**src/rtl/sample_streamer_if.sv**
```systemverilog
// ---------------------------------------------------------------------------
// sample_streamer_if
// Bundles the control handshake, data-memory read port and serial DAC pins
// of sample_streamer.
//   start      : single-cycle request to stream a buffer
//   base_addr  : word address of the first buffer word (sampled on accept)
//   length     : number of 32-bit words to stream (sampled on accept)
//   busy/done  : activity level and one-cycle completion pulse
//   mem_rd     : data-memory read strobe, mem_addr valid while high
//   mem_rdata  : read data, valid exactly one cycle after mem_rd
//   sclk/lrclk/sdata : serial bit clock, channel select (0=L,1=R), data MSB first
// Modports: slave = the streamer, master = the controller/memory side.
// ---------------------------------------------------------------------------
interface sample_streamer_if #(
  parameter int LEN_W = 16
);
  logic             start;
  logic [31:0]      base_addr;
  logic [LEN_W-1:0] length;
  logic             busy;
  logic             done;
  logic             mem_rd;
  logic [31:0]      mem_addr;
  logic [31:0]      mem_rdata;
  logic             sclk;
  logic             lrclk;
  logic             sdata;

  modport slave (
    input  start, base_addr, length, mem_rdata,
    output busy, done, mem_rd, mem_addr, sclk, lrclk, sdata
  );

  modport master (
    output start, base_addr, length, mem_rdata,
    input  busy, done, mem_rd, mem_addr, sclk, lrclk, sdata
  );
endinterface

```
**src/rtl/sample_streamer.sv**
```systemverilog
// ---------------------------------------------------------------------------
// sample_streamer
// Reads a buffer of processed stereo samples (left in [31:16], right in
// [15:0]) from data memory and shifts it out to a DAC as a continuous serial
// stream: 32 bit periods per word, left half with lrclk=0, right half with
// lrclk=1. The next word is prefetched into a holding register while the
// current one shifts, so consecutive words follow with no gap bit.
// Ports:
//   clk  : system clock, rising edge
//   rst  : asynchronous active-low reset
//   bus  : sample_streamer_if.slave (handshake, memory port, serial pins)
// Parameters:
//   CLK_DIV : clk cycles per sclk half-period (2..255)
//   LEN_W   : width of the word-count port and counter
// ---------------------------------------------------------------------------
module sample_streamer #(
  parameter int CLK_DIV = 4,
  parameter int LEN_W   = 16
) (
  input  logic                clk,
  input  logic                rst,
  sample_streamer_if.slave    bus
);

  typedef enum logic [2:0] {
    IDLE,
    FETCH,
    LOAD,
    STREAM,
    FINISH
  } state_t;

  // Bit-period divider: sclk low while the count is below CLK_DIV, high above.
  localparam logic [8:0]       DIV_HALF = 9'(CLK_DIV - 1);
  localparam logic [8:0]       DIV_LAST = 9'(2 * CLK_DIV - 1);
  localparam logic [LEN_W-1:0] ONE_W    = LEN_W'(1);

  state_t           r_state;
  logic             r_busy;
  logic             r_done;
  logic             r_mem_rd;
  logic [31:0]      r_mem_addr;
  logic [31:0]      r_next_addr;   // address of the next word still to fetch
  logic [LEN_W-1:0] r_words_left;  // words not yet fetched
  logic [31:0]      r_shift;       // bit 31 drives sdata
  logic [31:0]      r_hold;
  logic             r_hold_valid;
  logic             r_cap;         // prefetch data arrives this cycle
  logic [8:0]       r_div_cnt;
  logic [4:0]       r_bit_cnt;
  logic             r_sclk;
  logic             r_lrclk;

  logic w_prefetch;
  logic w_period_end;

  // A prefetch is started only when nothing is held or in flight and the
  // buffer still has unfetched words, so reads never run past the end.
  assign w_prefetch   = !r_hold_valid && !r_mem_rd && !r_cap && (r_words_left != '0);
  assign w_period_end = (r_div_cnt == DIV_LAST);

  assign bus.busy     = r_busy;
  assign bus.done     = r_done;
  assign bus.mem_rd   = r_mem_rd;
  assign bus.mem_addr = r_mem_addr;
  assign bus.sclk     = r_sclk;
  assign bus.lrclk    = r_lrclk;
  assign bus.sdata    = r_shift[31];

  // NOTE: every register here is assigned with <= so all updates in a cycle
  // see the same pre-edge values; the word-end branch is written after the
  // prefetch logic so its r_hold_valid clear takes precedence.
  always_ff @(posedge clk or negedge rst) begin
    if (!rst) begin
      r_state      <= IDLE;
      r_busy       <= 1'b0;
      r_done       <= 1'b0;
      r_mem_rd     <= 1'b0;
      r_mem_addr   <= '0;
      r_next_addr  <= '0;
      r_words_left <= '0;
      r_shift      <= '0;
      r_hold       <= '0;
      r_hold_valid <= 1'b0;
      r_cap        <= 1'b0;
      r_div_cnt    <= '0;
      r_bit_cnt    <= '0;
      r_sclk       <= 1'b0;
      r_lrclk      <= 1'b0;
    end else begin
      case (r_state)
        IDLE: begin
          r_done <= 1'b0;
          if (bus.start) begin
            if (bus.length == '0) begin
              r_state <= FINISH;
              r_done  <= 1'b1;
            end else begin
              r_state      <= FETCH;
              r_busy       <= 1'b1;
              r_mem_rd     <= 1'b1;
              r_mem_addr   <= bus.base_addr;
              r_next_addr  <= bus.base_addr + 32'd1;
              r_words_left <= bus.length - ONE_W;
            end
          end
        end

        FETCH: begin
          r_mem_rd <= 1'b0;
          r_state  <= LOAD;
        end

        LOAD: begin
          r_shift   <= bus.mem_rdata;
          r_lrclk   <= 1'b0;
          r_sclk    <= 1'b0;
          r_div_cnt <= '0;
          r_bit_cnt <= '0;
          r_state   <= STREAM;
        end

        STREAM: begin
          // Prefetch pipeline: strobe for one cycle, capture the cycle after.
          if (r_mem_rd) begin
            r_mem_rd <= 1'b0;
            r_cap    <= 1'b1;
          end else if (w_prefetch) begin
            r_mem_rd     <= 1'b1;
            r_mem_addr   <= r_next_addr;
            r_next_addr  <= r_next_addr + 32'd1;
            r_words_left <= r_words_left - ONE_W;
          end
          if (r_cap) begin
            r_hold       <= bus.mem_rdata;
            r_hold_valid <= 1'b1;
            r_cap        <= 1'b0;
          end

          // Bit timing: data and lrclk only move on the falling sclk edge.
          if (r_div_cnt == DIV_HALF) begin
            r_sclk <= 1'b1;
          end
          if (w_period_end) begin
            r_div_cnt <= '0;
            r_sclk    <= 1'b0;
            if (r_bit_cnt == 5'd31) begin
              if (r_hold_valid) begin
                r_shift      <= r_hold;
                r_lrclk      <= 1'b0;
                r_bit_cnt    <= '0;
                r_hold_valid <= 1'b0;
              end else begin
                r_state <= FINISH;
                r_busy  <= 1'b0;
                r_done  <= 1'b1;
                r_shift <= '0;
                r_lrclk <= 1'b0;
              end
            end else begin
              r_bit_cnt <= r_bit_cnt + 5'd1;
              r_shift   <= {r_shift[30:0], 1'b0};
              if (r_bit_cnt == 5'd15) begin
                r_lrclk <= 1'b1;
              end
            end
          end else begin
            r_div_cnt <= r_div_cnt + 9'd1;
          end
        end

        FINISH: begin
          r_done  <= 1'b0;
          r_state <= IDLE;
        end

        default: r_state <= IDLE;
      endcase
    end
  end

endmodule

```
**src/flat_wrapper.sv**
```systemverilog
// flat-port wrapper written by rule: the top's interface ports become plain ports
module sample_streamer_flat 
#(
  parameter int CLK_DIV = 4,
  parameter int LEN_W   = 16
)
  (clk, rst, bus_start, bus_base_addr, bus_length, bus_mem_rdata, bus_busy, bus_done, bus_mem_rd, bus_mem_addr, bus_sclk, bus_lrclk, bus_sdata);
  sample_streamer_if #(.LEN_W(LEN_W)) bus_i ();
  input  logic clk;
  input  logic rst;
  input wire logic [$bits(bus_i.start)-1:0] bus_start;
  input wire logic [$bits(bus_i.base_addr)-1:0] bus_base_addr;
  input wire logic [$bits(bus_i.length)-1:0] bus_length;
  input wire logic [$bits(bus_i.mem_rdata)-1:0] bus_mem_rdata;
  output wire logic [$bits(bus_i.busy)-1:0] bus_busy;
  output wire logic [$bits(bus_i.done)-1:0] bus_done;
  output wire logic [$bits(bus_i.mem_rd)-1:0] bus_mem_rd;
  output wire logic [$bits(bus_i.mem_addr)-1:0] bus_mem_addr;
  output wire logic [$bits(bus_i.sclk)-1:0] bus_sclk;
  output wire logic [$bits(bus_i.lrclk)-1:0] bus_lrclk;
  output wire logic [$bits(bus_i.sdata)-1:0] bus_sdata;
  assign bus_i.start = bus_start;
  assign bus_i.base_addr = bus_base_addr;
  assign bus_i.length = bus_length;
  assign bus_i.mem_rdata = bus_mem_rdata;
  assign bus_busy = bus_i.busy;
  assign bus_done = bus_i.done;
  assign bus_mem_rd = bus_i.mem_rd;
  assign bus_mem_addr = bus_i.mem_addr;
  assign bus_sclk = bus_i.sclk;
  assign bus_lrclk = bus_i.lrclk;
  assign bus_sdata = bus_i.sdata;
  sample_streamer #(.CLK_DIV(CLK_DIV), .LEN_W(LEN_W)) u_core (.clk(clk), .rst(rst), .bus(bus_i));
endmodule
```
**config.mk**
```make
export PLATFORM = sky130hd
export DESIGN_NAME = sample_streamer_flat
export DESIGN_NICKNAME = d
export VERILOG_FILES = /design/src/rtl/sample_streamer_if.sv /design/src/rtl/sample_streamer.sv /design/src/flat_wrapper.sv
export SDC_FILE = /design/constraint.sdc
export NUM_CORES = 1
export LEC_CHECK = 0
export CELL_PAD_IN_SITES_DETAIL_PLACEMENT = 1
export CELL_PAD_IN_SITES_GLOBAL_PLACEMENT = 1
export CORE_MARGIN = 3
export CORE_UTILIZATION = 43
export CTS_CLUSTER_DIAMETER = 100
export DETAILED_ROUTE_END_ITERATION = 10
export GPL_TIMING_DRIVEN = 0
export PLACE_DENSITY = 0.81
export SLEW_MARGIN = 25
export SYNTH_ARGS = -nofsm -noshare
export SYNTH_HDL_FRONTEND = slang
export SYNTH_SLANG_ARGS = --single-unit
```
**constraint.sdc**
```tcl
create_clock -name clk -period 4.4 [get_ports clk]
set_clock_uncertainty 0.1 [all_clocks]
set_input_delay 1.1 -clock clk [delete_from_list [all_inputs] [get_ports clk]]
set_output_delay 1.1 -clock clk [all_outputs]
set_load 0.1 [all_outputs]
```
==> impl_metrics.env, run 1 <==
export IMPL_grt_overflow=0
export IMPL_ctsHtreeMaxLevel=4
export IMPL_cp_required_ps=4620
export IMPL_clkTransAtPathRegs_ps=80
export IMPL_power_frac_comb_pct=47.0
export IMPL_die_y_um=157
export IMPL_worstSetupPathType="reg -> reg"
export IMPL_power_density_nw_per_um2=652
export IMPL_synth_area_leaders="dfrtp_1 43%, o21ai_0 6.9%, nand2_1 5.0%, mux2_2 4.5%, nor2_1 3.7%"
export IMPL_portBuffers=119
export IMPL_critPathLaunch="u_core.r_state[2]"
export IMPL_syn_area_um2=9860
export IMPL_synth_common_cells="168 x dfrtp_1, 136 x o21ai_0, 132 x nand2_1, 98 x nor2_1, 64 x a21oi_1"
export IMPL_fill_cells=2611
export IMPL_min_period_ps=4280
export IMPL_p_leak_nw=4.85
export IMPL_wirelength_um=37700
export IMPL_grt_max_degree=66
export IMPL_ir_worst_vdd_v=0.000342
export IMPL_wl_per_cell_um=24.5
export IMPL_finalWorstSetupSlack_ps=118
export IMPL_initial_core_util_pct=44.5
export IMPL_area_growth_pct=23.3
export IMPL_dp_slack_ps=-1290
export IMPL_yosys_area_top_type="dfrtp_1"
export IMPL_hp_class="reg -> reg"
export IMPL_timing_final_crit_share_pct=97.3
export IMPL_place_area_um2=11500
export IMPL_drtIter0Drc=851
export IMPL_cts_root_buf="clkbuf_16"
export IMPL_p_int_mw=4.14
export IMPL_crit_buf_inv=7
export IMPL_crit_path_end="u_core.r_next_addr[16]"
export IMPL_synth_distinct_cells=80
export IMPL_diodes=0
export IMPL_r2r_slack_ps=120
export IMPL_design_die_area_um2=24800
export IMPL_crit_slowest_cell="o311ai_0"
export IMPL_antenna_left=0
export IMPL_grt_pass1_wl_um=58400
export IMPL_yosys_warnings=0
export IMPL_synthCells=1107
export IMPL_synth_edf_count=0
export IMPL_hold_viol=0
export IMPL_antenna_found_initial=0
export IMPL_syn_nets=1196
export IMPL_critical_path_top_delay_family="buffers and inverters"
export IMPL_grt_usage_pct=30.8
export IMPL_io_pins=121
export IMPL_status="finished clean"
export IMPL_nets=1336
export IMPL_place_gp_congestion=0.980
export IMPL_yosysSeqAreaShare_pct=42.6
export IMPL_endpoint_kind="flop"
export IMPL_worst_path_stages=16
export IMPL_rows=54
export IMPL_r2r_end="u_core.r_next_addr[16]"
export IMPL_die_w_um=157
export IMPL_hold_buffers=0
export IMPL_synth_top_cell_area_share_pct=42.6
export IMPL_final_setup_viol_count=0
export IMPL_dpl_hpwl_um=25900
export IMPL_finalMaxSlewViolations=0
export IMPL_clockBufferDepth=2
export IMPL_postSynth_asyncResetShare_pct=100
export IMPL_finish_instance_area_um2=12200
export IMPL_synth_most_common_cell="dfrtp_1"
export IMPL_drc_errors=0
export IMPL_vias=9982
export IMPL_finalSetupTns_ps=0
export IMPL_cts_buffers_inserted=17
export IMPL_max_freq_ghz=0.234
export IMPL_switchingPower_mw=3.79
export IMPL_cts_tree="yes"
export IMPL_via_per_inst=6.48
export IMPL_crit_arrival_ps=4500
export IMPL_drtPass1Iterations=5
export IMPL_drive_gt1_share_pct=11.0
export IMPL_drv_cap=0
export IMPL_tightestPinTransition_ps=1030
export IMPL_clock_sinks=168
export IMPL_p_clk_share_pct=20.2
export IMPL_slowest_delay_ps=420
export IMPL_ff2ff_path_depth=16
export IMPL_p_seq_share_pct=32.8
export IMPL_coreArea_um2=22200
export IMPL_cp_max_fo=10
export IMPL_power_total_mw=7.93
export IMPL_grt_pass1_vias=10300
export IMPL_crit_chain="buf_2, and3b_1, clkbuf_4, buf_4, buf_4, clkbuf_4, buf_4, nand2_1, nand2_1, ha_1, nand2_1, mux2i_4, o221ai_1, clkbuf_2, o311ai_0, a22oi_1"
export IMPL_grt_setup_unrepaired="no"
export IMPL_syn_avg_cell_area_um2=8.91
export IMPL_r2r_start="u_core.r_state[2]"
export IMPL_clkLatencyLatePin_ps=460
export IMPL_relSlewSlack_pct=30.9
export IMPL_synth_seq_cells=168
export IMPL_synthFlopType="dfrtp_1"
export IMPL_netSwitchingFraction_pct=47.8
export IMPL_cp_start_kind="flop"
[worst min-delay path by stage]
stage | cells after the start | slack [ps] | start | end
finish | 2 | 390 | u_core.bus.mem_addr[9] | u_core.bus.mem_addr[9]
global route | 2 | 420 | u_core.bus.mem_addr[23] | u_core.bus.mem_addr[23]
CTS | 2 | 390 | u_core.bus.mem_addr[9] | u_core.bus.mem_addr[9]
detailed placement | 2 | 370 | u_core.bus.mem_addr[9] | u_core.bus.mem_addr[9]
global placement | 2 | 360 | u_core.r_shift[25] | u_core.r_shift[25]
floorplan | 2 | 350 | u_core.r_shift[0] | u_core.r_shift[0]
[layer usage]
metal	wire, um	vias to the layer above	global-route usage [%]
met3	2750	99	5.72
li1	-	4409	-
met5	0	-	0
met2	17000	432	47.5
met1	16400	5042	42.4
met4	1520	0	13.8
[area by class of cell]
cell class	count	area [um^2]	area share [%]
Sequential cell	168	4200	34.6
Buffer	77	414	3.41
Inverter	16	60.1	0.494
Multi-Input combinational cell	845	5250	43.2
Timing Repair Buffer	122	1260	10.4
Clock buffer	17	425	3.50
Clock inverter	15	194	1.60
Tap cell	280	350	2.88
[worst reg2reg max path, cell delays in order, from the launching register on]
cell	delay (ps)
dfrtp_1	380
buf_2	170
and3b_1	210
clkbuf_4	240
buf_4	260
buf_4	260
clkbuf_4	290
buf_4	270
nand2_1	80
nand2_1	80
ha_1	260
nand2_1	160
mux2i_4	270
o221ai_1	270
clkbuf_2	250
o311ai_0	420
a22oi_1	150
[placed cells by master (no fill, tap or decap), drive strengths merged, types with 7 or more instances in the layout]
master / n
dfrtp: 168
o21ai: 137
nand2: 133
clkdlybuf4s50: 118
nor2: 99
a21oi: 64
clkbuf: 57
buf: 41
mux2: 40
nand3: 39
a221o: 31
nor3: 27
mux2i: 27
inv: 24
a31oi: 20
nand4: 17
a211oi: 15
and2: 13
nor4: 13
and3: 12
or4: 11
nand2b: 10
or3: 9
nor3b: 8
a22o: 7
clkinv: 7
[stage by stage]
stage,utilization [%],cells,hold WS (ps)
2_1_floorplan,-,1107,351
3_3_place_gp,51.4,1506,363
4_1_cts,54.7,1541,391
3_5_place_dp,51.7,1508,374
5_1_grt,54.9,1540,417
6_report,54.9,1540,386
[state kept, by name, summed over array words and instances (netlist names)]
signal               count
u_core.bus.mem_rd        1
u_core.r_hold           32
u_core.bus.busy          1
u_core.r_bit_cnt         5
u_core.r_cap             1
u_core.bus.lrclk         1
u_core.r_shift          32
u_core.r_hold_valid      1
u_core.bus.mem_addr     32
u_core.r_div_cnt         9
u_core.bus.sclk          1
u_core.r_state           3
u_core.r_words_left     16
u_core.r_next_addr      32
u_core.bus.done          1
[what timing repair did]
action	CTS	global route
endpoints found under the setup margin	17	12
pin swaps	1	0
resized for setup	14	11
setup buffers	1	0
[power by group through the flow]
| stage | sequential [mW] | clock [mW] | combinational, mW |
|---|---|---|---|
| 3_3_place_gp | 2.58 | 0 | 3.58 |
| 3_5_place_dp | 2.61 | 0 | 3.68 |
| 4_1_cts | 2.59 | 1.61 | 3.72 |
| 6_report | 2.60 | 1.60 | 3.73 |
| 2_1_floorplan | 3.65 | 0 | 1.51 |
| 5_1_grt | 2.67 | 1.67 | 3.98 |
[logic make-up (layout without fill, tap and decap cells)]
family | after synthesis | count (layout) | synth area share [%]
compound gates | 354 | 354 | 23.6
fa+ha+maj | 6 | 6 | 0.761
buf+inv | 94 | 247 | 4.48
mux | 67 | 67 | 7.35
flops | 168 | 168 | 42.6
simple gates | 411 | 411 | 20.5
xor+xnor | 7 | 7 | 0.622
Power figures use the tool's default switching activity.
==> run 2: changes to the inputs <==
--- a/config.mk
+++ b/config.mk
@@ -5,14 +5,15 @@
 export SDC_FILE = /design/constraint.sdc
 export NUM_CORES = 1
 export LEC_CHECK = 0
+export ABC_AREA = 1
 export CELL_PAD_IN_SITES_DETAIL_PLACEMENT = 1
 export CELL_PAD_IN_SITES_GLOBAL_PLACEMENT = 1
 export CORE_MARGIN = 3
-export CORE_UTILIZATION = 43
+export CORE_UTILIZATION = 40
 export CTS_CLUSTER_DIAMETER = 100
 export DETAILED_ROUTE_END_ITERATION = 10
 export GPL_TIMING_DRIVEN = 0
-export PLACE_DENSITY = 0.81
+export PLACE_DENSITY = 0.8
 export SLEW_MARGIN = 25
 export SYNTH_ARGS = -nofsm -noshare
 export SYNTH_HDL_FRONTEND = slang
==> impl_metrics.env, run 2 <==
export IMPL_r2r_start="u_core.r_state[0]"
export IMPL_cts_resized=0
export IMPL_relSlewSlack_pct=30.1
export IMPL_grt_setup_unrepaired="no"
export IMPL_ir_worst_vdd_v=0.000628
export IMPL_numPlacedInstances=1768
export IMPL_via_per_inst=5.24
export IMPL_yosys_warnings=0
export IMPL_synth_edf_count=0
export IMPL_syn_area_um2=9450
export IMPL_worstSetupPathType="in -> reg"
export IMPL_switchingPower_mw=5.51
export IMPL_coreArea_um2=22900
export IMPL_cts_buffers_inserted=17
export IMPL_initial_core_util_pct=41.2
export IMPL_status="finished clean"
export IMPL_p_seq_share_pct=26.6
export IMPL_ff2ff_path_depth=13
export IMPL_grt_overflow=0
export IMPL_met2_usage_pct=40.6
export IMPL_drc_errors=0
export IMPL_hp_class="reg -> reg"
export IMPL_clockBufferDepth=2
export IMPL_area_growth_pct=23.8
export IMPL_power_frac_comb_pct=58.4
export IMPL_nets=1563
export IMPL_dpl_hpwl_um=23500
export IMPL_synth_top_cell_area_share_pct=44.5
export IMPL_syn_avg_cell_area_um2=7.09
export IMPL_finalWorstSetupSlack_ps=1040
export IMPL_holdPathEnd="u_core.r_hold[8]"
export IMPL_cts_setup_buffers=0
export IMPL_wl_per_cell_um=17.7
export IMPL_drive_gt1_share_pct=6.99
export IMPL_io_pins=121
export IMPL_power_density_nw_per_um2=868
export IMPL_dp_slack_ps=656
export IMPL_min_period_ps=3360
export IMPL_cp_start_kind="primary input"
export IMPL_drv_cap=0
export IMPL_drtIter0Drc=531
export IMPL_final_cells=1800
export IMPL_finalMaxSlewViolations=0
export IMPL_synthFlopType="dfrtp_1"
export IMPL_timing_final_crit_share_pct=76.3
export IMPL_place_gp_congestion=0.903
export IMPL_postSynth_asyncResetShare_pct=100
export IMPL_drtPass1Iterations=4
export IMPL_synthCells=1333
export IMPL_design_die_area_um2=25500
export IMPL_max_freq_ghz=0.298
export IMPL_cp_required_ps=4670
export IMPL_final_setup_viol_count=0
export IMPL_syn_nets=1422
export IMPL_clkLatencyLatePin_ps=440
export IMPL_crit_chain="clkdlybuf4s50_1, nor2_1, nand3_1, nor2_1, nand3_1, nand2_1, inv_1, nand2_1, clkbuf_1, nand2_1, nand2_1"
export IMPL_antenna_found_initial=0
export IMPL_layout_commonest_cell="nand2_1"
export IMPL_antenna_left=0
export IMPL_die_y_um=160
export IMPL_cp_max_fo=10
export IMPL_yosysSeqAreaShare_pct=44.5
export IMPL_yosys_area_top_type="dfrtp_1"
export IMPL_synth_most_common_cell="nand2_1"
export IMPL_grt_max_degree=75
export IMPL_clock_sinks=168
export IMPL_crit_buf_inv=3
export IMPL_rows=55
export IMPL_vias=9432
export IMPL_layout_common_cells="509 x nand2_1, 168 x dfrtp_1, 130 x nor2_1"
export IMPL_fill_cells=2948
export IMPL_min_delay_start="u_core.r_hold[8]"
export IMPL_endpoint_kind="flop"
export IMPL_netSwitchingFraction_pct=54.3
export IMPL_grt_usage_pct=25.1
export IMPL_synth_distinct_cells=34
export IMPL_wirelength_um=31800
export IMPL_grt_use_met3_pct=4.23
export IMPL_portBuffers=120
export IMPL_p_clk_share_pct=15.0
export IMPL_cts_tree="yes"
export IMPL_hold_viol=0
export IMPL_critical_path_top_delay_family="simple AND/OR/NAND/NOR gates"
export IMPL_p_int_mw=4.64
export IMPL_r2r_slack_ps=1550
export IMPL_cts_root_buf="clkbuf_16"
export IMPL_crit_arrival_ps=3630
export IMPL_synth_area_leaders="dfrtp_1 45%, nand2_1 20%, nand3_1 5.2%, nor2_1 5.2%, o21ai_0 5.0%"
export IMPL_hold_depth=2
export IMPL_tightestPinTransition_ps=1050
export IMPL_diodes=0
export IMPL_p_leak_nw=5.53
export IMPL_cpMostUsedCell="nand2_1"
export IMPL_crit_slowest_cell="clkbuf_1"
export IMPL_hold_buffers=0
export IMPL_grt_pass1_vias=9800
export IMPL_synth_seq_cells=168
export IMPL_r2r_end="u_core.r_next_addr[20]"
export IMPL_gr_usage_met1_pct=34.8
export IMPL_grt_pass1_wl_um=51600
export IMPL_synth_common_cells="509 x nand2_1, 168 x dfrtp_1, 130 x nor2_1, 109 x inv_1, 99 x nand3_1"
export IMPL_clkTransAtPathRegs_ps=70
export IMPL_slowest_delay_ps=600
export IMPL_die_w_um=160
export IMPL_ctsHtreeMaxLevel=4
export IMPL_busiest_layer="met2"
run 2: worst max path at each step:
stage,from,end,slack (ps),cells past startpoint
2_1_floorplan,bus_length[0],u_core.r_words_left[8],1880,9
3_5_place_dp,bus_length[0],u_core.r_words_left[14],660,11
6_report,bus_length[0],u_core.r_words_left[14],1040,11
4_1_cts,bus_length[0],u_core.r_words_left[14],1100,11
3_3_place_gp,rst,u_core.r_hold[24],-5280,1
5_1_grt,bus_length[0],u_core.r_words_left[14],900,11
run 2: final cells by class:
cell class	instances	area (um^2)	area share [%]
buffer	62	324	2.77
clock buffer	18	439	3.76
clock inverter	14	155	1.33
inverter	111	417	3.56
multi-input combinational	992	4500	38.5
sequential	168	4200	36.0
tap	313	392	3.35
timing repair buffer	122	1260	10.8
run 2: kinds of logic after synthesis:
logic type      count (synthesis)  synth area share, %
fa+ha+maj                       6                0.795
flops                         168                 44.5
compound gates                159                 9.31
buf+inv                       173                 7.84
xor+xnor                       23                 2.13
simple gates                  804                 35.4
run 2: tightest hold or removal path, stage by stage, from the launching register on:
cell and delay [ps]:
dfrtp_1 350, nand2_1 50, nand2_1 50
run 2: per-stage QoR:
stage / hold WS, ps / area, um^2 / power [mW] / util [%] / setup TNS (ps)
6_report: 378 / 11700 / 10.2 / 51.0 / 0
5_1_grt: 404 / 11700 / 10.9 / 51.0 / 0
4_1_cts: 382 / 11700 / 10.2 / 51.0 / 0
3_5_place_dp: 359 / 11100 / 8.60 / 48.4 / 0
3_3_place_gp: 353 / 11000 / 8.41 / 48.2 / -883670
2_1_floorplan: 342 / 9450 / 6.77 / - / 0
run 2: power groups by stage:
stage                     registers [mW]  logic [mW]  clock network (mW)
after global placement              2.68        5.73                   0
after detailed placement            2.71        5.88                   0
after global routing                2.78        6.51                1.60
after floorplan                     3.77        3.00                   0
final                               2.70        5.93                1.52
after CTS                           2.70        5.93                1.54
run 2: routing by layer:
metal,up-vias,routed length (um)
met5,-,0
met4,0,693
met3,45,1450
met2,210,14700
met1,4640,15000
li1,4537,-
==> run 3: changes to the inputs <==
--- a/config.mk
+++ b/config.mk
@@ -9,11 +9,11 @@
 export CELL_PAD_IN_SITES_DETAIL_PLACEMENT = 1
 export CELL_PAD_IN_SITES_GLOBAL_PLACEMENT = 1
 export CORE_MARGIN = 3
-export CORE_UTILIZATION = 40
+export CORE_UTILIZATION = 37
 export CTS_CLUSTER_DIAMETER = 100
 export DETAILED_ROUTE_END_ITERATION = 10
 export GPL_TIMING_DRIVEN = 0
-export PLACE_DENSITY = 0.8
+export PLACE_DENSITY = 0.78
 export SLEW_MARGIN = 25
 export SYNTH_ARGS = -nofsm -noshare
 export SYNTH_HDL_FRONTEND = slang
==> constraint.sdc (replaced) <==
create_clock -name clk -period 3 [get_ports clk]
set_clock_uncertainty 0.1 [all_clocks]
set_input_delay 0.75 -clock clk [delete_from_list [all_inputs] [get_ports clk]]
set_output_delay 0.75 -clock clk [all_outputs]
set_load 0.1 [all_outputs]
==> impl_metrics.env, run 3 (synthesis results as in run 2) <==
export IMPL_min_period_ps=2920
export IMPL_grt_max_degree=86
export IMPL_fin_util_pct=47.6
export IMPL_grt_usage_pct=23.6
export IMPL_status="finished clean"
export IMPL_layout_common_cells="509 x nand2_1, 168 x dfrtp_1, 130 x nor2_1"
export IMPL_final_cells=1814
export IMPL_fill_cells=3206
export IMPL_numPlacedInstances=1779
export IMPL_clkLatencyLatePin_ps=440
export IMPL_hp_class="in -> async"
export IMPL_cp_required_ps=2150
export IMPL_cp_start_kind="flop"
export IMPL_dpl_hpwl_um=24100
export IMPL_whs_ps=18.8
export IMPL_coreArea_um2=24700
export IMPL_layout_commonest_cell="nand2_1"
export IMPL_top_layer="met4"
export IMPL_power_density_nw_per_um2=1280
export IMPL_antenna_left=0
export IMPL_hold_viol=0
export IMPL_drc_errors=0
export IMPL_crit_chain="clkdlybuf4s50_1"
export IMPL_drv_cap=0
export IMPL_nets=1566
export IMPL_initial_core_util_pct=38.3
export IMPL_timing_final_crit_share_pct=97.4
export IMPL_endpoint_kind="output pin"
export IMPL_area_growth_pct=24.4
export IMPL_seq_area_um2=4200
export IMPL_worstSetupPathType="reg -> out"
export IMPL_ctsHtreeMaxLevel=4
export IMPL_wl_met2_um=15500
export IMPL_wl_per_cell_um=18.1
export IMPL_via_per_inst=5.22
export IMPL_design_die_area_um2=27500
export IMPL_cts_buffers_inserted=17
export IMPL_cts_tree="yes"
export IMPL_antenna_found_initial=0
export IMPL_p_leak_nw=5.55
export IMPL_vias=9466
export IMPL_ff2ff_path_depth=13
export IMPL_clockBufferDepth=2
export IMPL_io_pins=121
export IMPL_finalMaxSlewViolations=0
export IMPL_die_y_um=166
export IMPL_grt_setup_unrepaired="no"
export IMPL_slowest_delay_ps=1210
export IMPL_power_total_mw=15.1
export IMPL_clock_sinks=168
export IMPL_drtIter0Drc=636
export IMPL_clkTransAtPathRegs_ps=80
export IMPL_r2r_start="u_core.r_state[0]"
export IMPL_rows=57
export IMPL_r2r_end="u_core.r_next_addr[20]"
export IMPL_multi_input_area_um2=4500
export IMPL_grt_pass1_vias=9802
export IMPL_tightestPinTransition_ps=1080
export IMPL_grt_overflow=0
export IMPL_finalSetupTns_ps=0
export IMPL_relSlewSlack_pct=28.0
export IMPL_drtPass1Iterations=5
export IMPL_grt_pass1_wl_um=52800
export IMPL_drive_gt1_share_pct=7.25
export IMPL_max_freq_ghz=0.342
export IMPL_crit_arrival_ps=2070
export IMPL_crit_buf_inv=1
export IMPL_portBuffers=120
export IMPL_place_gp_congestion=0.903
export IMPL_final_setup_viol_count=0
export IMPL_wirelength_um=32700
export IMPL_cts_root_buf="clkbuf_16"
export IMPL_diodes=0
export IMPL_wl_met3_um=1490
export IMPL_critical_path_top_delay_family="buffers and inverters"
export IMPL_die_w_um=166
export IMPL_drt_met1_wl_um=15000
export IMPL_ir_worst_vdd_v=0.000756
export IMPL_cp_max_fo=4
export IMPL_r2r_slack_ps=190
export IMPL_hold_buffers=0
export IMPL_crit_slowest_cell="clkdlybuf4s50_1"
run 3: cell type report:
class,instances,share of cell area (%)
multi-input cells,992,38.3
well taps,324,3.45
clock buffers,17,3.62
flip-flops and latches,168,35.8
plain buffers,62,2.77
repair buffers,125,10.9
clock inverters,15,1.58
inverters,111,3.55
run 3: per-stage QoR:
| step | setup WS [ps] | area, um^2 |
|---|---|---|
| 2_1_floorplan | 827 | 9450 |
| 3_3_place_gp | -6360 | 11100 |
| 3_5_place_dp | -294 | 11100 |
| 4_1_cts | 71.1 | 11700 |
| 5_1_grt | 10.3 | 11700 |
| 6_report | 77.1 | 11700 |
run 3: what timing repair did:
action	4_1_cts	5_1_grt
setup buffers	0	3
gates resized for setup	0	2
setup endpoints to repair	0	11
run 3: power breakdown:
part           internal, mW  switching, mW  total [mW]  leakage [nW]
combinational          2.37           6.44        8.81          3.20
clock                  1.19           1.09        2.28         0.293
sequential             3.34          0.638        3.98          2.05
run 3: worst max-delay path by stage:
stage                                  from                      to  slack, ps  cells after the start
final                     u_core.bus.mem_rd              bus_mem_rd         80                      1
after global routing          bus_length[0]  u_core.bus.mem_addr[4]         10                     10
after CTS                 u_core.bus.mem_rd              bus_mem_rd         70                      1
after detailed placement      bus_length[1]  u_core.bus.mem_addr[4]       -290                     10
after global placement                  rst       u_core.r_hold[23]      -6360                      1
after floorplan               bus_length[0]  u_core.r_words_left[8]        830                      9
run 3: metal layers:
layer | vias to the layer above | track usage (%)
met5 | - | 0
met4 | 0 | 6.91
met3 | 46 | 3.74
met2 | 225 | 38.0
met1 | 4655 | 33.0
li1 | 4540 | -
